--- config.mk ---
export PLATFORM = sky130hd
export DESIGN_NAME = dot_acc_seq
export DESIGN_NICKNAME = d
export VERILOG_FILES = /design/src/rtl/dot_acc_seq.sv
export SDC_FILE = /design/constraint.sdc
export NUM_CORES = 1
export LEC_CHECK = 0
export ABC_AREA = 1
export ABC_CLOCK_PERIOD_IN_PS = 1900
export CORE_MARGIN = 2
export CORE_UTILIZATION = 28
export CTS_CLUSTER_DIAMETER = 30
export DETAILED_ROUTE_END_ITERATION = 7
export PLACE_DENSITY = 0.65
export SLEW_MARGIN = 20
export SYNTH_ARGS = -nofsm -noshare
export SYNTH_HDL_FRONTEND = slang
export SYNTH_SLANG_ARGS = --single-unit
--- constraint.sdc ---
create_clock -name clk -period 1.9 [get_ports clk]
set_input_delay 0.38 -clock clk [delete_from_list [all_inputs] [get_ports clk]]
set_output_delay 0.38 -clock clk [all_outputs]
set_load 0.01 [all_outputs]
--- src/rtl/dot_acc_seq.sv ---
// dot_acc_seq: sequencing and accumulation wrapper around an external
// combinational 8-bit float MAC. Element pairs stream in over a valid/ready
// handshake. The accumulator feeds the MAC addend and captures the MAC sum
// on every accepted beat. A vector ends on in_last, or is forced to end
// after MAX_LEN elements. Each finished vector is presented on a
// single-entry valid/ready result register.
//
// Ports:
//   clk, rst             clock (rising edge), async active-high reset
//   clr                  sync abort of the partial vector (pending result kept)
//   in_valid/in_ready    element pair handshake
//   in_a, in_b, in_last  element pair codes, end-of-vector marker
//   mac_a, mac_b, mac_c  MAC operands (A, B pass-through; C = accumulator)
//   mac_d                MAC result C + A*B
//   out_valid/out_ready  result handshake
//   out_data             dot-product result code
//   out_len              element count of the result vector
//   out_ovf              vector was terminated by MAX_LEN rather than in_last
module dot_acc_seq #(
  parameter int unsigned MAX_LEN  = 16,
  parameter int unsigned CNT_W    = 8,
  parameter logic [7:0]  ACC_INIT = 8'h00
) (
  input  logic             clk,
  input  logic             rst,
  input  logic             clr,
  input  logic             in_valid,
  output logic             in_ready,
  input  logic [7:0]       in_a,
  input  logic [7:0]       in_b,
  input  logic             in_last,
  output logic [7:0]       mac_a,
  output logic [7:0]       mac_b,
  output logic [7:0]       mac_c,
  input  logic [7:0]       mac_d,
  output logic             out_valid,
  input  logic             out_ready,
  output logic [7:0]       out_data,
  output logic [CNT_W-1:0] out_len,
  output logic             out_ovf
);

  localparam logic [CNT_W-1:0] CNT_LAST = CNT_W'(MAX_LEN - 1);

  logic [7:0]       acc_q, acc_d;
  logic [CNT_W-1:0] cnt_q, cnt_d;
  logic             out_valid_q, out_valid_d;
  logic [7:0]       out_data_q, out_data_d;
  logic [CNT_W-1:0] out_len_q, out_len_d;
  logic             out_ovf_q, out_ovf_d;

  logic in_rdy;
  logic accept;
  logic term;

  // The result register is single-entry: accept only if it is empty or draining.
  assign in_rdy = !out_valid_q || out_ready;
  assign accept = in_valid && in_rdy;
  assign term   = in_last || (cnt_q == CNT_LAST);

  assign in_ready  = in_rdy;
  assign mac_a     = in_a;
  assign mac_b     = in_b;
  assign mac_c     = acc_q;
  assign out_valid = out_valid_q;
  assign out_data  = out_data_q;
  assign out_len   = out_len_q;
  assign out_ovf   = out_ovf_q;

  // Next-state: accumulate, terminate/reload result, or abort on clr.
  always_comb begin
    acc_d       = acc_q;
    cnt_d       = cnt_q;
    out_valid_d = out_valid_q;
    out_data_d  = out_data_q;
    out_len_d   = out_len_q;
    out_ovf_d   = out_ovf_q;

    if (out_valid_q && out_ready) begin
      out_valid_d = 1'b0;
    end

    if (clr) begin
      // Abort drops any element offered this cycle; the result register only drains.
      acc_d = ACC_INIT;
      cnt_d = '0;
    end else if (accept) begin
      if (term) begin
        acc_d       = ACC_INIT;
        cnt_d       = '0;
        out_valid_d = 1'b1;
        out_data_d  = mac_d;
        out_len_d   = cnt_q + CNT_W'(1);
        out_ovf_d   = !in_last;
      end else begin
        acc_d = mac_d;
        cnt_d = cnt_q + CNT_W'(1);
      end
    end
  end

  // State registers.
  always_ff @(posedge clk or posedge rst) begin
    if (rst) begin
      acc_q       <= ACC_INIT;
      cnt_q       <= '0;
      out_valid_q <= 1'b0;
      out_data_q  <= 8'h00;
      out_len_q   <= '0;
      out_ovf_q   <= 1'b0;
    end else begin
      acc_q       <= acc_d;
      cnt_q       <= cnt_d;
      out_valid_q <= out_valid_d;
      out_data_q  <= out_data_d;
      out_len_q   <= out_len_d;
      out_ovf_q   <= out_ovf_d;
    end
  end

endmodule

Word-level counts from Yosys, hierarchy flattened
Cells that the tools add are included.
{"block": "op_classes", "addsub": 1, "n_eq_ne": 1, "n_mux": 10, "bitwise": 1, "n_reduce_logical": 8}
{"op": "$mux W8", "n": 6}
{"op": "$add A8 B1 Y8 const B", "n": 1}
{"op": "$eq A8 B4 Y1 const B", "n": 1}
{"op": "$mux W1", "n": 4}
{"op": "$reduce_and A3 Y1", "n": 1}
{"op": "$logic_and A1 B1 Y1", "n": 2}
{"op": "$logic_not A1 Y1", "n": 2}
{"op": "$logic_or A1 B1 Y1", "n": 2}
{"op": "$reduce_bool A2 Y1", "n": 1}
{"op": "$not A1 Y1", "n": 1}
{"block": "totals", "register_bits": 34, "input_bits": 30, "output_inout_bits": 43, "elab_cells": 27}

Depth between registers and ports, before layout
{"block": "depth", "depth_word": 5, "ltp_mapped": 9, "mapped_depth_nobuf": 8}

Worst setup path after synthesis
Ideal clock, no wire load.
{"block": "synth_path", "kind": "register to register", "start": "register cnt_q[0]", "end": "register out_data_q[0] (netlist: out_data[0])", "setup_time_ns": 0.117, "arrival_ns": 1.340, "required_ns": 1.783, "path_slack_ns": 0.443, "stages_incl_launch_ff": 8, "path_buffers": 1, "synth_period_minus_slack_ns": 1.457, "path_cell_list": "dfrtp_1 > ha_1 > nand3_2 > o21bai_4 > nand2_4 > buf_6 > nand2_1 > nand2_1"}
{"block": "synth_via", "elab_chain_cells": 3}
{"element": "start, declared", "line_no": "46", "text": "logic [CNT_W-1:0] cnt_q, cnt_d;"}
{"element": "start signal, assigned", "line_no": "113", "text": "cnt_q <= cnt_d;"}
{"element": "$eq A8 B4 Y1", "line_no": "59", "text": "assign term = in_last || (cnt_q == CNT_LAST);"}
{"element": "$logic_or A1 B1 Y1", "line_no": "59"}
{"element": "$reduce_and A3 Y1 (no line)"}
{"element": "end signal, assigned", "line_no": "115", "text": "out_data_q <= out_data_d;"}
{"element": "end, declared", "line_no": "48", "text": "logic [7:0] out_data_q, out_data_d;"}
Every way passes these cells.
A chain may end at the register's enable or synchronous reset.

Final worst setup path
{"block": "layout_path", "start": "register cnt_q[0]", "end": "register out_len_q[6] (netlist: out_len[6])"}
{"block": "layout_via", "elab_chain_cells": 3, "elab_cells_between_ends": 4, "cone_classes": "1 x add/sub; 1 x eq/ne; 2 x reduce/logical"}
{"element": "parallel branches: the longest is 3 deep, another holds $add A8 B1 Y8"}
{"element": "end signal, assigned", "line_no": "116", "text": "out_len_q <= out_len_d;"}
{"element": "end, declared", "line_no": "49", "text": "logic [CNT_W-1:0] out_len_q, out_len_d;"}
Parallel ways; which one is timed is not known.

==> reports/results.tsv <==
stage	metric	value	unit
worst_hold_path	min_path_type	in2async	
sta	finalSetupTns	0	ns
place	numPortBuffers	40	
power_and_ir_drop	cellInternalPower	1.32	mW
sta	slew_headroom	75.6	%
global_routing	grt_usage	12.2	%
power_and_ir_drop	finalPower	1.75	mW
synthesis	avgSynthCellArea	8.41	µm²
synthesis	ys_seq_area_share	51.6	%
synthesis	synthTopCellsByCount	nand2_1 (96), dfrtp_1 (34), nand3_1 (18), buf_4 (17), inv_1 (7)	
flow_run	drv_cap	0	
critical_path	cp.buffers_inverters	0	
critical_path	critical-path-slowest-cell	dfrtp_1	
synthesis	synth.most_common_cell	nand2_1	
cells_and_area	nets	262	
synthesis	synth_top_cell_by_area	dfrtp_1	
sta	period_needed	1.63	ns
synthesis	synth_area_leaders	dfrtp_1 (52%), nand2_1 (22%), buf_4 (7.7%)	
power_and_ir_drop	peakVddDrop	0.301	mV
synthesis	synth_cells	196	
power_and_ir_drop	power.net_switching	0.426	mW
sta	rsz0062_at_grt	false	
synthesis	yosys_warnings	0	
place	place.gp.congestion	0.765	
critical_path	cp_max_fo	18	
synthesis	synth_xor_area_share	1.59	%
floorplanning	ios	73	
synthesis	muxShareOfSynthArea	0	%
synthesis	synth.distinct_cells	20	
sta	period_share	86.0	%
power_and_ir_drop	p_per_area	810	nW/µm²
drt	num_vias	1302	
cells_and_area	drive_above_1_share	9.05	%
critical_path	end_kind	flop	
critical_path	start_kind	flop	
drt	wl_per_cell	11.9	µm
critical_path	slowest_delay	0.40	ns
sta	fmax	612	MHz
critical_path	crit_chain	ha_1 -> nand3_2 -> o21bai_4 -> nand2_4 -> nand2_1 -> nand2_1	
synthesis	ys.flop_type	dfrtp_1	
synthesis	synthArstFlopShare	100	%
drt	drt-initial-drc-count	83	
clock_network	cts_num_sinks	34	
synthesis	syn_area	1650	µm²
synthesis	synthAdderAreaFrac	0.759	%
cells_and_area	antenna_cells	0	
drt	drc	0	
global_routing	grt_pass1_vias	1348	
drt	drtPass1Iterations	4	
clock_network	cts_resized	0	
clock_network	htree_levels	2	
place	place_area	2050	µm²
critical_path	worst-endpoint-arrival	1.81	ns
synthesis	ys_seq_elements	34	
place	place_ws	0.0477	ns
sta	worstMarginPinSlew	0.366	ns
floorplanning	start_util	29.4	%
clock_network	cts_buffers	5	
drt	routed_wl	3630	µm
global_routing	grt_max_degree	20	
clock_network	cts_root_buf	clkbuf_8	
power_and_ir_drop	switching_share	24.4	%
synthesis	yosysTopAreaCellShare	51.6	%
critical_path	critPathKind	reg2reg	
floorplanning	placementRows	27	
sta	slew_violations	0	
power_and_ir_drop	pwr-share-clk	37.5	%
sta	setup_viol	0	
power_and_ir_drop	power_leakage	1.09	nW
clock_network	cts_tree	yes	
sta	hold_viol	0	
clock_network	holdBufCountCts	0	
floorplanning	dieWidth	80.7	µm
power_and_ir_drop	combPwrFrac	16.3	%
drt	vias_per_cell	4.28	
power_and_ir_drop	sequentialPowerShare	46.2	%
clock_network	postCtsSetupBuffers	0	
cells_and_area	area_growth	30.7	%
synthesis	synth_edf_count	0	
critical_path	path_common_cell	nand2_1	
global_routing	antenna_found_initial	0	
synthesis	syn_nets	227	
synthesis	synth_top_family_by_area	simple AND/OR/NAND/NOR gates	
floorplanning	die_h	80.7	µm
synthesis	synth_compound_area_share	2.05	%
critical_path	crit_family	simple AND/OR/NAND/NOR gates	
sta	setup_slack	0.266	ns
place	hpwl	2590	µm
critical_path	crit_required	2.08	ns
cells_and_area	final_cell_area	2160	µm²
sta	skew	0.0102	ns
clock_network	clock_latency	0.29	ns
drt	ant_nets	0	
floorplanning	die_area	6520	µm²
floorplanning	core-area	5610	µm²
synthesis	yosys.area_share.simple	32.7	%
clock_network	clk_pin_slew	0.07	ns
global_routing	grt_pass1_wl	6100	µm
global_routing	grt_overflow	0	
outcome	status	finished clean	
clock_network	clockBufferDepth	2	
==> worst min-delay path: cells and delay by family <==
family                 cells  cell delay [ns]
buffers and inverters      3             0.69
==> power by group through the flow <==
stage | Sequential, mW | Combinational, mW | Clock (mW)
final | 0.807 | 0.284 | 0.655
after global routing | 0.813 | 0.311 | 0.692
after CTS | 0.808 | 0.290 | 0.671
after detailed placement | 0.819 | 0.290 | 0
after global placement | 0.821 | 0.283 | 0
after floorplan | 0.841 | 0.128 | 0
==> layer usage <==
layer  track usage (%)  share of wire, %  up-vias
met5                 0                 0        -
met4              6.10               2.2        0
met3              4.22               6.7       12
met2              19.1                42       35
met1              15.0                49      595
li1                  -                 -      660
==> path summary, 6_finish.rpt <==
kind	from	to	slack [ns]	cells after the start
max	cnt_q[0]	out_len[6]	0.27	6
max reg2reg	cnt_q[0]	out_len[6]	0.27	6
max in group asynchronous	rst	out_len[3]	1.25	3
min	rst	mac_c[3]	0.41	3
min reg2reg	out_data[0]	out_data[0]	0.47	2
min in group clk	out_data[0]	out_data[0]	0.47	2
==> cell type report <==
cell class              instances  area, µm²
repair buffers                 49        470
clock inverters                 1       30.0
inverters                       7       26.3
well taps                      72       90.1
fillers                       597       3450
multi-input cells             134        612
flip-flops and latches         34        851
clock buffers                   7       76.3
==> cells in the final DEF (no fill, tap or decap), drive strengths merged, types with 2 or more instances in the layout <==
cell	count
clkbuf	7
o21ai	2
dfrtp	34
xnor2	2
buf	9
clkdlybuf4s50	39
nor2	8
inv	7
nand2	98
nand3	19
==> through the flow <==
step,hold WS [ns],util [%],std cells
2_1_floorplan,0.490,-,196
3_3_place_gp,0.455,36.5,296
3_5_place_dp,0.459,36.5,296
4_1_cts,0.414,38.4,304
5_1_grt,0.462,38.4,304
6_report,0.413,38.4,304
==> cells by family (layout without fill, tap and decap cells) <==
family / Yosys count / in the layout
adder cells (fa/ha/maj): 1 / 1
buffers and inverters: 28 / 64
AND/OR/NAND/NOR: 126 / 126
XOR/XNOR: 3 / 3
flip-flops: 34 / 34
AO/OA/AOI/OAI: 4 / 4
==> sequential cells by signal (all words and copies together), names as in the netlist <==
register,cells
cnt_q,8
mac_c,8
out_data,8
out_len,8
out_ovf,1
out_valid,1
Note: power is estimated with default switching activity, not from simulation.
